--- src/rtl/vend_pkg.sv ---
// Shared types, coin encodings and helpers for the vending-machine transaction sequencer.
// Credit and prices are counted in 5rs units.
package vend_pkg;

    typedef enum logic [1:0] {
        S_IDLE     = 2'd0,
        S_CREDIT   = 2'd1,
        S_DISPENSE = 2'd2,
        S_CHANGE   = 2'd3
    } state_t;

    localparam logic [1:0] COIN_NONE = 2'b00;
    localparam logic [1:0] COIN_5    = 2'b01;
    localparam logic [1:0] COIN_10   = 2'b10;

    localparam logic [1:0] UNIT_5  = 2'd1;
    localparam logic [1:0] UNIT_10 = 2'd2;

    // Widest packed price vector price_at() can slice (N_ITEMS * CREDIT_W must fit).
    localparam int PRICE_VEC_MAX = 256;

    // Value of a coin code in units; invalid codes are worth nothing.
    function automatic logic [1:0] coin_units(input logic [1:0] code);
        logic [1:0] units;
        case (code)
            COIN_5:  units = UNIT_5;
            COIN_10: units = UNIT_10;
            default: units = 2'd0;
        endcase
        return units;
    endfunction

    // Price of item idx from a packed vector of width-bit fields, item i at [i*width +: width].
    function automatic logic [31:0] price_at(input logic [PRICE_VEC_MAX-1:0] vec,
                                             input int unsigned idx,
                                             input int unsigned width);
        logic [PRICE_VEC_MAX-1:0] mask;
        mask = (PRICE_VEC_MAX'(1) << width) - PRICE_VEC_MAX'(1);
        return 32'((vec >> (idx * width)) & mask);
    endfunction

endpackage

--- src/rtl/vend_change_ejector.sv ---
// Change-return loop: offers the largest coin that still fits in the remaining credit,
// one chg_req/chg_ack handshake per coin, and tells the top how much credit each ack consumed.
module vend_change_ejector
    import vend_pkg::*;
#(
    parameter int CREDIT_W = 5
) (
    input  logic                clk,
    input  logic                rst,
    input  logic                start,
    input  logic [CREDIT_W-1:0] credit,
    input  logic                chg_ack,
    output logic                chg_req,
    output logic [1:0]          chg_coin,
    output logic [CREDIT_W-1:0] dec,
    output logic                done
);

    logic                take;
    logic [CREDIT_W-1:0] remaining;

    function automatic logic [1:0] coin_for(input logic [CREDIT_W-1:0] amount);
        return (amount >= CREDIT_W'(UNIT_10)) ? COIN_10 : COIN_5;
    endfunction

    assign take      = chg_req && chg_ack;
    assign dec       = take ? CREDIT_W'(coin_units(chg_coin)) : '0;
    assign remaining = credit - dec;
    assign done      = take && (remaining == '0);

    // NOTE: registers are updated with <= so every flop samples pre-edge values, no ordering races.
    always_ff @(posedge clk) begin
        if (rst) begin
            chg_req  <= 1'b0;
            chg_coin <= COIN_NONE;
        end else if (start) begin
            chg_req  <= (credit != '0);
            chg_coin <= coin_for(credit);
        end else if (take) begin
            if (remaining == '0) begin
                chg_req  <= 1'b0;
                chg_coin <= COIN_NONE;
            end else begin
                chg_coin <= coin_for(remaining);
            end
        end
    end

endmodule

--- src/rtl/vend_controller.sv ---
// Vending transaction sequencer: coin credit accumulation, selection checks,
// dispense handshake and change return. All outputs are registered.
module vend_controller
    import vend_pkg::*;
#(
    parameter  int N_ITEMS    = 4,
    parameter  int CREDIT_W   = 5,
    parameter  int MAX_CREDIT = 20,
    localparam int IDX_W      = $clog2(N_ITEMS)
) (
    input  logic                        clk,
    input  logic                        rst,
    input  logic                        coin_valid,
    input  logic [1:0]                  coin,
    output logic                        coin_reject,
    input  logic                        sel_valid,
    input  logic [IDX_W-1:0]            sel_idx,
    input  logic                        cancel,
    input  logic [N_ITEMS*CREDIT_W-1:0] price,
    input  logic [N_ITEMS-1:0]          in_stock,
    output logic                        sel_err,
    output logic                        disp_req,
    output logic [IDX_W-1:0]            disp_idx,
    input  logic                        disp_done,
    output logic                        chg_req,
    output logic [1:0]                  chg_coin,
    input  logic                        chg_ack,
    output logic [CREDIT_W-1:0]         credit,
    output logic                        busy
);

    state_t state, state_next;

    logic [CREDIT_W-1:0] credit_next;
    logic                coin_reject_next;
    logic                sel_err_next;
    logic [IDX_W-1:0]    disp_idx_next;

    logic [CREDIT_W:0]   credit_sum;
    logic [CREDIT_W-1:0] price_sel;
    logic [1:0]          units;
    logic                coin_ok;
    logic                sel_ok;

    logic                chg_start;
    logic [CREDIT_W-1:0] chg_dec;
    logic                chg_done;

    assign units      = coin_units(coin);
    assign credit_sum = {1'b0, credit} + (CREDIT_W+1)'(units);
    assign coin_ok    = coin_valid && (units != 2'd0)
                        && (credit_sum <= (CREDIT_W+1)'(MAX_CREDIT));

    assign price_sel = CREDIT_W'(price_at(PRICE_VEC_MAX'(price), 32'(sel_idx), CREDIT_W));
    assign sel_ok    = (32'(sel_idx) < N_ITEMS) && in_stock[sel_idx] && (credit >= price_sel);

    // The ejector loads its first coin on the same edge the FSM enters CHANGE.
    assign chg_start = (state != S_CHANGE) && (state_next == S_CHANGE);

    vend_change_ejector #(
        .CREDIT_W (CREDIT_W)
    ) u_ejector (
        .clk      (clk),
        .rst      (rst),
        .start    (chg_start),
        .credit   (credit),
        .chg_ack  (chg_ack),
        .chg_req  (chg_req),
        .chg_coin (chg_coin),
        .dec      (chg_dec),
        .done     (chg_done)
    );

    always_ff @(posedge clk) begin
        if (rst) begin
            state       <= S_IDLE;
            credit      <= '0;
            coin_reject <= 1'b0;
            sel_err     <= 1'b0;
            disp_req    <= 1'b0;
            disp_idx    <= '0;
            busy        <= 1'b0;
        end else begin
            state       <= state_next;
            credit      <= credit_next;
            coin_reject <= coin_reject_next;
            sel_err     <= sel_err_next;
            disp_req    <= (state_next == S_DISPENSE);
            disp_idx    <= disp_idx_next;
            busy        <= (state_next == S_DISPENSE) || (state_next == S_CHANGE);
        end
    end

    // NOTE: every always_comb output gets a default first, so no path can infer a latch.
    always_comb begin
        state_next = state;
        case (state)
            S_IDLE: begin
                if (coin_ok) state_next = S_CREDIT;
            end
            S_CREDIT: begin
                if (cancel)
                    state_next = (credit != '0) ? S_CHANGE : S_IDLE;
                else if (sel_valid && sel_ok)
                    state_next = S_DISPENSE;
            end
            S_DISPENSE: begin
                if (disp_done)
                    state_next = (credit != '0) ? S_CHANGE : S_IDLE;
            end
            S_CHANGE: begin
                if (chg_done) state_next = S_IDLE;
            end
            default: state_next = S_IDLE;
        endcase
    end

    // Any strobed coin is refused unless a branch below explicitly accepts it.
    always_comb begin
        credit_next      = credit;
        coin_reject_next = coin_valid;
        sel_err_next     = 1'b0;
        disp_idx_next    = disp_idx;
        case (state)
            S_IDLE: begin
                sel_err_next = sel_valid;
                if (coin_ok) begin
                    credit_next      = credit_sum[CREDIT_W-1:0];
                    coin_reject_next = 1'b0;
                end
            end
            S_CREDIT: begin
                if (cancel) begin
                    credit_next = credit;
                end else if (sel_valid) begin
                    if (sel_ok) begin
                        credit_next   = credit - price_sel;
                        disp_idx_next = sel_idx;
                    end else begin
                        sel_err_next = 1'b1;
                    end
                end else if (coin_ok) begin
                    credit_next      = credit_sum[CREDIT_W-1:0];
                    coin_reject_next = 1'b0;
                end
            end
            S_CHANGE: begin
                credit_next = credit - chg_dec;
            end
            default: begin
                credit_next = credit;
            end
        endcase
    end

endmodule

--- config.mk ---
export PLATFORM = sky130hd
export DESIGN_NAME = vend_controller
export DESIGN_NICKNAME = d
export VERILOG_FILES = /design/src/rtl/vend_pkg.sv /design/src/rtl/vend_change_ejector.sv /design/src/rtl/vend_controller.sv
export SDC_FILE = /design/constraint.sdc
export NUM_CORES = 1
export LEC_CHECK = 0
export CAP_MARGIN = 10
export CORE_MARGIN = 5
export CORE_UTILIZATION = 51
export DETAILED_ROUTE_END_ITERATION = 6
export PLACE_DENSITY_LB_ADDON = 0.2
export SLEW_MARGIN = 20
export SYNTH_ARGS = -nofsm -noshare
export SYNTH_HDL_FRONTEND = slang
export SYNTH_SLANG_ARGS = --single-unit
--- constraint.sdc ---
create_clock -name clk -period 8.3 [get_ports clk]
set_input_delay 1.66 -clock clk [delete_from_list [all_inputs] [get_ports clk]]
set_output_delay 1.66 -clock clk [all_outputs]
set_load 0.01 [all_outputs]
# --- Word-level counts from Yosys, hierarchy flattened ---
# Index checks and enable logic that the tools add are counted.
word_totals:
  elab_cells: 83
  output_inout_bits: 14
  inputBits: 35
  ff_bits: 16
classes:
  mux: 33
  mul: 1
  reduce_logical: 18
  n_eq_ne: 12
  add_sub_neg: 3
  shift: 1
  bitwise_logic: 1
  order_cmp: 5
ops:
  columns: ["cell", "count"]
  rows:
  - ["2-bit 2-to-1 mux", 12]
  - ["5-bit 2-to-1 mux", 4]
  - ["20-bit by 5-bit >> shifter with 5-bit output", 1]
  - ["5-bit one-hot mux with 3 select lines", 1]
  - ["2-bit == test, second input constant", 6]
  - ["5-bit by 2-bit greater-or-equal comparator with 1-bit output, second input constant", 2]
  - ["1-bit 2-to-1 mux", 10]
  - ["5-bit subtractor", 2]
  - ["2-bit one-hot mux with 2 select lines", 2]
  - ["2-bit one-hot mux with 4 select lines", 1]
  - ["1-bit logical AND", 7]
  - ["5-bit by 2-bit adder with 6-bit output", 1]
  - ["2-bit by 1-bit == test with 1-bit output, second input constant", 3]
  - ["6-bit by 5-bit less-or-equal comparator with 1-bit output, second input constant", 1]
  - ["2-bit nonzero test", 3]
  - ["5-bit greater-or-equal comparator", 1]
  - ["5-bit logical NOT", 1]
  - ["2-bit by 3-bit multiplier with 5-bit output, second input constant", 1]
  - ["5-bit nonzero test", 1]
  - ["2-bit inequality test, second input constant", 2]
  - ["1-bit one-hot mux with 2 select lines", 2]
  - ["4-bit AND reduction", 1]
  - ["2-bit by 3-bit less-than comparator with 1-bit output, second input constant", 1]
  - ["3-bit inequality test, second input constant", 1]
  - ["7 further kinds", 7]

# --- Depth between registers and ports, before layout ---
logic_depth:
  ltp_word: 12
  depth_mapped: 11
  depth_no_buf: 11

# --- By module ---
# Synthesis repeated with hierarchy kept, for this count alone.
hier_totals:
  hier_cells: 220
  hier_area_um2: 1868.0
by_module_without_submodules:
  columns: ["module", "instances", "cells_each", "area_per_inst_um2", "seq_area_each_um2"]
  rows:
  - ["vend_controller", 1, 184, 1566.5, 260.2]
  - ["vend_change_ejector", 1, 36, 301.5, 60.1]

# --- Worst setup path after synthesis ---
# Ideal clock, no wire load.
synth_timing:
  path_type: "input-to-reg"
  start: "input port sel_idx[0]"
  end: "register u_ejector.chg_coin[0]"
  t_arrival_ps: 3880
  required_time_ps: 8179
  path_stages: 10
  n_path_buf: 1
  setup_slack_ps: 4298
  setup_time_ps: 121
  cell_sequence: "buf_2 mux4_2 inv_1 ha_1 a21o_1 a31oi_1 o21ai_1 a31oi_1 o2111a_2 mux2_4"
synth_via:
  elab_chain_cells: 11
  elab_cells_between_ends: 14
  classes_between: "mul: 1; order compare: 1; eq/ne: 1; shift: 1; mux: 6; reduce/logical: 4"
synth_lines:
  columns: ["element", "line_no", "source"]
  rows:
  - ["from (decl)", "vend_controller.sv:17", "input logic [IDX_W-1:0] sel_idx,"]
  - ["2-bit by 3-bit multiplier with 5-bit output", "vend_pkg.sv:39", "return 32'((vec >> (idx * width)) & mask);"]
  - ["20-bit by 5-bit >> shifter with 5-bit output", "vend_pkg.sv:39", null]
  - ["5-bit greater-or-equal comparator", "vend_controller.sv:55", "assign sel_ok = (32'(sel_idx) < N_ITEMS) && in_stock[sel_idx] && (credit >= price_sel);"]
  - ["1-bit logical AND (*)", "vend_controller.sv:55", null]
  - ["1-bit logical AND (*)", "vend_controller.sv:104", "else if (sel_valid && sel_ok)"]
  - ["2-bit 2-to-1 mux (*)", "vend_controller.sv:104", null]
  - ["2-bit 2-to-1 mux (*)", "vend_controller.sv:102", "if (cancel)"]
  - ["2-bit one-hot mux with 4 select lines (*)", "vend_controller.sv:97", "case (state)"]
  - ["2-bit == test (*)", "vend_controller.sv:58", "assign chg_start = (state != S_CHANGE) && (state_next == S_CHANGE);"]
  - ["1-bit logical AND (*)", "vend_controller.sv:58", null]
  - ["2-bit 2-to-1 mux or 2-bit nonzero test (tied branches)", null, null]
  - ["to (signal assigned)", "vend_change_ejector.sv:38", "chg_coin <= coin_for(credit);"]
  - ["to (signal assigned)", "vend_change_ejector.sv:44", "chg_coin <= coin_for(remaining);"]
  - ["to (decl)", "vend_change_ejector.sv:14", "output logic [1:0] chg_coin,"]
# Mark *: on every way between the ends. The rest lies on a longest branch, timed or not. The select of a mux whose other input is x is not followed.
# A chain may end at the register's enable or synchronous reset.

# --- Worst setup path after layout ---
layout_timing:
  start: "input port chg_ack"
  end: "register disp_req"
layout_via:
  elab_chain_cells: 8
layout_lines:
  columns: ["element", "line_no", "source"]
  rows:
  - ["from (decl)", "vend_controller.sv:27", "input logic chg_ack,"]
  - ["1-bit logical AND (*)", "vend_change_ejector.sv:26", "assign take = chg_req && chg_ack;"]
  - ["2-bit 2-to-1 mux", "vend_change_ejector.sv:27", "assign dec = take ? CREDIT_W'(coin_units(chg_coin)) : '0;"]
  - ["5-bit subtractor", "vend_change_ejector.sv:28", "assign remaining = credit - dec;"]
  - ["5-bit logical NOT", "vend_change_ejector.sv:29", "assign done = take && (remaining == '0);"]
  - ["1-bit logical AND (*)", "vend_change_ejector.sv:29", null]
  - ["2-bit 2-to-1 mux (*)", "vend_controller.sv:112", "if (chg_done) state_next = S_IDLE;"]
  - ["2-bit one-hot mux with 4 select lines (*)", "vend_controller.sv:97", null]
  - ["2-bit == test (*)", "vend_controller.sv:88", "disp_req <= (state_next == S_DISPENSE);"]
  - ["to (signal assigned)", "vend_controller.sv:88", null]
  - ["to (decl)", "vend_controller.sv:22", "output logic disp_req,"]
# Mark *: on every way between the ends. The rest lies on a longest branch, timed or not.

==> results.py <==
metrics = {
    "logic_synthesis": {
        "synthArstFlopShare_pct": 0,
        "syn_inst": 199,
        "synth_edf_count": 0,
        "ys_types": 55,
        "ys_ff_latch": 16,
        "ys_seq_area_share_pct": 19.6,
        "synth_flop_cell": "dfxtp_1",
        "ys_warn_count": 0,
        "yosys.area.top_type": "dfxtp_1",
        "synth_top_area_share_pct": 19.6,
        "syn_avg_cell_area_um2": 8.23,
        "synth_area_mm2": 0.00164,
        "syn-num-nets": 248,
        "synth_area_leaders": "dfxtp_1 20%, ha_1 8.4%, mux4_2 8.3%, nand2_1 5.5%, inv_1 3.9%",
    },
    "sta": {
        "worstMarginPinSlew_ns": 0.661,
        "fin_skew_ns": 0.00143,
        "rsz0062_at_grt": "false",
        "final.min_clock_period_ns": 4.45,
        "relSlewSlack_pct": 55.9,
        "hold_slack_ns": 0.519,
        "tns_ns": 0,
        "post-route-period-util_pct": 53.6,
        "setup_viol": 0,
        "finalHoldViolCount": 0,
        "setup_ws_ns": 3.85,
        "max_freq_mhz": 225,
        "slew_viol_final": 0,
    },
    "cells_and_area": {
        "area_delta_synth_final_pct": 30.4,
        "drive_gt1_share_pct": 5.83,
        "num-fill-cells": 272,
        "mostFrequentLayoutCell": "clkdlybuf4s50_1",
        "diodes": 0,
        "layout_common_cells": "48 x clkdlybuf4s50_1, 24 x nand2_1, 17 x inv_1",
        "num-nets-final": 290,
        "finish.utilization_pct": 69.4,
    },
    "flow_run": {
        "maxCapViolCount": 0,
    },
    "setup_path": {
        "worstSetupPathType": "in -> reg",
        "required_ns": 8.49,
        "arrival_ns": 4.63,
        "start_kind": "primary input",
        "setup.worst_path.end_class": "register",
        "path_max_fanout": 4,
    },
    "placement": {
        "gp_congestion": 0.908,
        "io_buffers": 48,
        "hpwl_um": 3410,
        "dp_slack_ns": 3.54,
    },
    "floorplanning": {
        "rows": 20,
        "fp.coreArea_mm2": 0.00308,
        "die_area_mm2": 0.00444,
        "initial_core_util_pct": 53.2,
        "die_w_um": 66.7,
        "die_h_um": 66.7,
        "ioPinCount": 49,
    },
    "clock_network": {
        "cts.sinks": 16,
        "cts_made_buffers": 3,
        "cts_resized": 0,
        "cts-root-buf": "clkbuf_4",
        "cts_tree": "yes",
        "cts_setup_buffers": 0,
        "hold_buffers": 0,
        "path_clk_slew_ns": 0.10,
        "clock_latency_ns": 0.29,
        "cts_buffer_depth": 2,
        "cts-htree-levels": 1,
    },
    "detailed_routing": {
        "drt_iter0_markers": 95,
        "routed_via_density": 5.99,
        "ant_nets": 0,
        "firstDrtPassIters": 4,
        "vias": 1701,
        "wirelength_um": 4280,
        "wl_per_cell_um": 15.1,
        "drc_errors": 0,
    },
    "grt": {
        "grt_usage_pct": 20.8,
        "antenna_found_initial": 0,
        "grt_pass1_wl_um": 7290,
        "grt_max_degree": 22,
        "overflow": 0,
        "grt_pass1_vias": 1559,
    },
    "power_and_ir_drop": {
        "combPwrFrac_pct": 53.4,
        "switchingPower_uw": 149,
        "power.share.clock_pct": 15.0,
        "ir_drop_mv": 0.0629,
        "p_seq_share_pct": 31.6,
        "p_int_uw": 212,
        "p_per_area_mw_per_mm2": 169,
        "p_sw_share_pct": 41.2,
        "leakage_uw": 0.000822,
    },
    "status": {
        "status": "finished, final reports clean",
    },
    "worst_hold_path": {
        "hp-class": "reg -> reg",
    },
}
state kept, by name, summed over array words and instances, names as in the netlist:
register	flops
busy	1
coin_reject	1
credit	5
disp_idx	2
disp_req	1
sel_err	1
state	2
u_ejector.chg_coin	2
u_ejector.chg_req	1
critical path: stages:
cell and delay [ns]:
clkdlybuf4s50_1 0.49, nand2_1 0.09, nor3b_1 0.19, ha_1 0.19
inv_1 0.05, fa_1 0.44, xor2_1 0.25, nand2_1 0.09
nor3_1 0.35, a31oi_1 0.18, or3_1 0.41, nor4_1 0.24
power by group through the flow:
stage / sequential, uW / combinational (uW) / clock [uW]
floorplan: 105 / 141 / 0
global placement: 115 / 189 / 0
detailed placement: 115 / 190 / 0
CTS: 113 / 191 / 53.5
global route: 118 / 213 / 59.0
finish: 114 / 193 / 54.1
logic make-up (layout without fill, tap and decap cells):
| kind of cell | count (synthesis) | in the layout | synth area share [%] |
|---|---|---|---|
| fa+ha+maj | 14 | 14 | 12.1 |
| compound gates | 58 | 58 | 25.5 |
| xor+xnor | 4 | 4 | 2.14 |
| mux | 11 | 11 | 11.6 |
| buf+inv | 28 | 69 | 8.40 |
| flops | 16 | 16 | 19.6 |
| simple gates | 68 | 68 | 20.7 |
routing by layer:
layer	vias to the layer above	share of wire [%]	track usage (%)
met5	-	0	0
met4	0	1.0	3.30
met3	8	12	4.72
met2	108	45	32.3
met1	762	43	29.9
li1	823	-	-
path summary, 6_finish.rpt:
check                      to  depth (start not counted)         startpoint  slack (ns)
setup / recovery     disp_req                         12            chg_ack        3.85
hold reg to reg   disp_idx[0]                          2        disp_idx[0]        0.52
setup reg to reg     disp_req                         11  u_ejector.chg_req        5.34
hold / removal    disp_idx[0]                          2        disp_idx[0]        0.52
area by class of cell:
type                       count  area, um2  area share (%)
clock buffer                   4       36.3            1.70
inverter                      17       63.8            2.99
multi-input combinational    155       1180            55.2
sequential                    16        320            15.0
tap                           44       55.1            2.58
timing repair buffer          48        480            22.5
stage by stage:
stage                     cell area [um2]  power (uW)  instances
final                                2140         361        284
after global routing                 2140         389        284
after CTS                            2140         358        284
after detailed placement             2100         305        280
after global placement               2100         304        280
after floorplan                      1640         246        199
cell usage after synthesis (2+ instances only):
| cell | instances |
|---|---|
| a211oi_1 | 2 |
| a21o_1 | 4 |
| a21oi_1 | 7 |
| a221o_1 | 2 |
| a31oi_1 | 4 |
| a32oi_1 | 3 |
| buf_4 | 3 |
| buf_6 | 2 |
| clkbuf_1 | 4 |
| dfxtp_1 | 16 |
| fa_1 | 3 |
| ha_1 | 11 |
| inv_1 | 17 |
| mux2i_1 | 4 |
| mux4_2 | 6 |
| nand2_1 | 24 |
| nand2b_1 | 4 |
| nand3b_1 | 2 |
| nor2_1 | 15 |
| nor2b_1 | 5 |
| nor3_1 | 7 |
| nor4_1 | 2 |
| o211ai_1 | 3 |
| o21a_1 | 2 |
| o21ai_0 | 10 |
| o21ai_1 | 2 |
| o22ai_1 | 2 |
| o2bb2ai_1 | 2 |
| o311ai_0 | 2 |
| or3_1 | 2 |
| xnor2_1 | 2 |
| xor2_1 | 2 |
No activity file was read; power rests on OpenSTA's default activity.
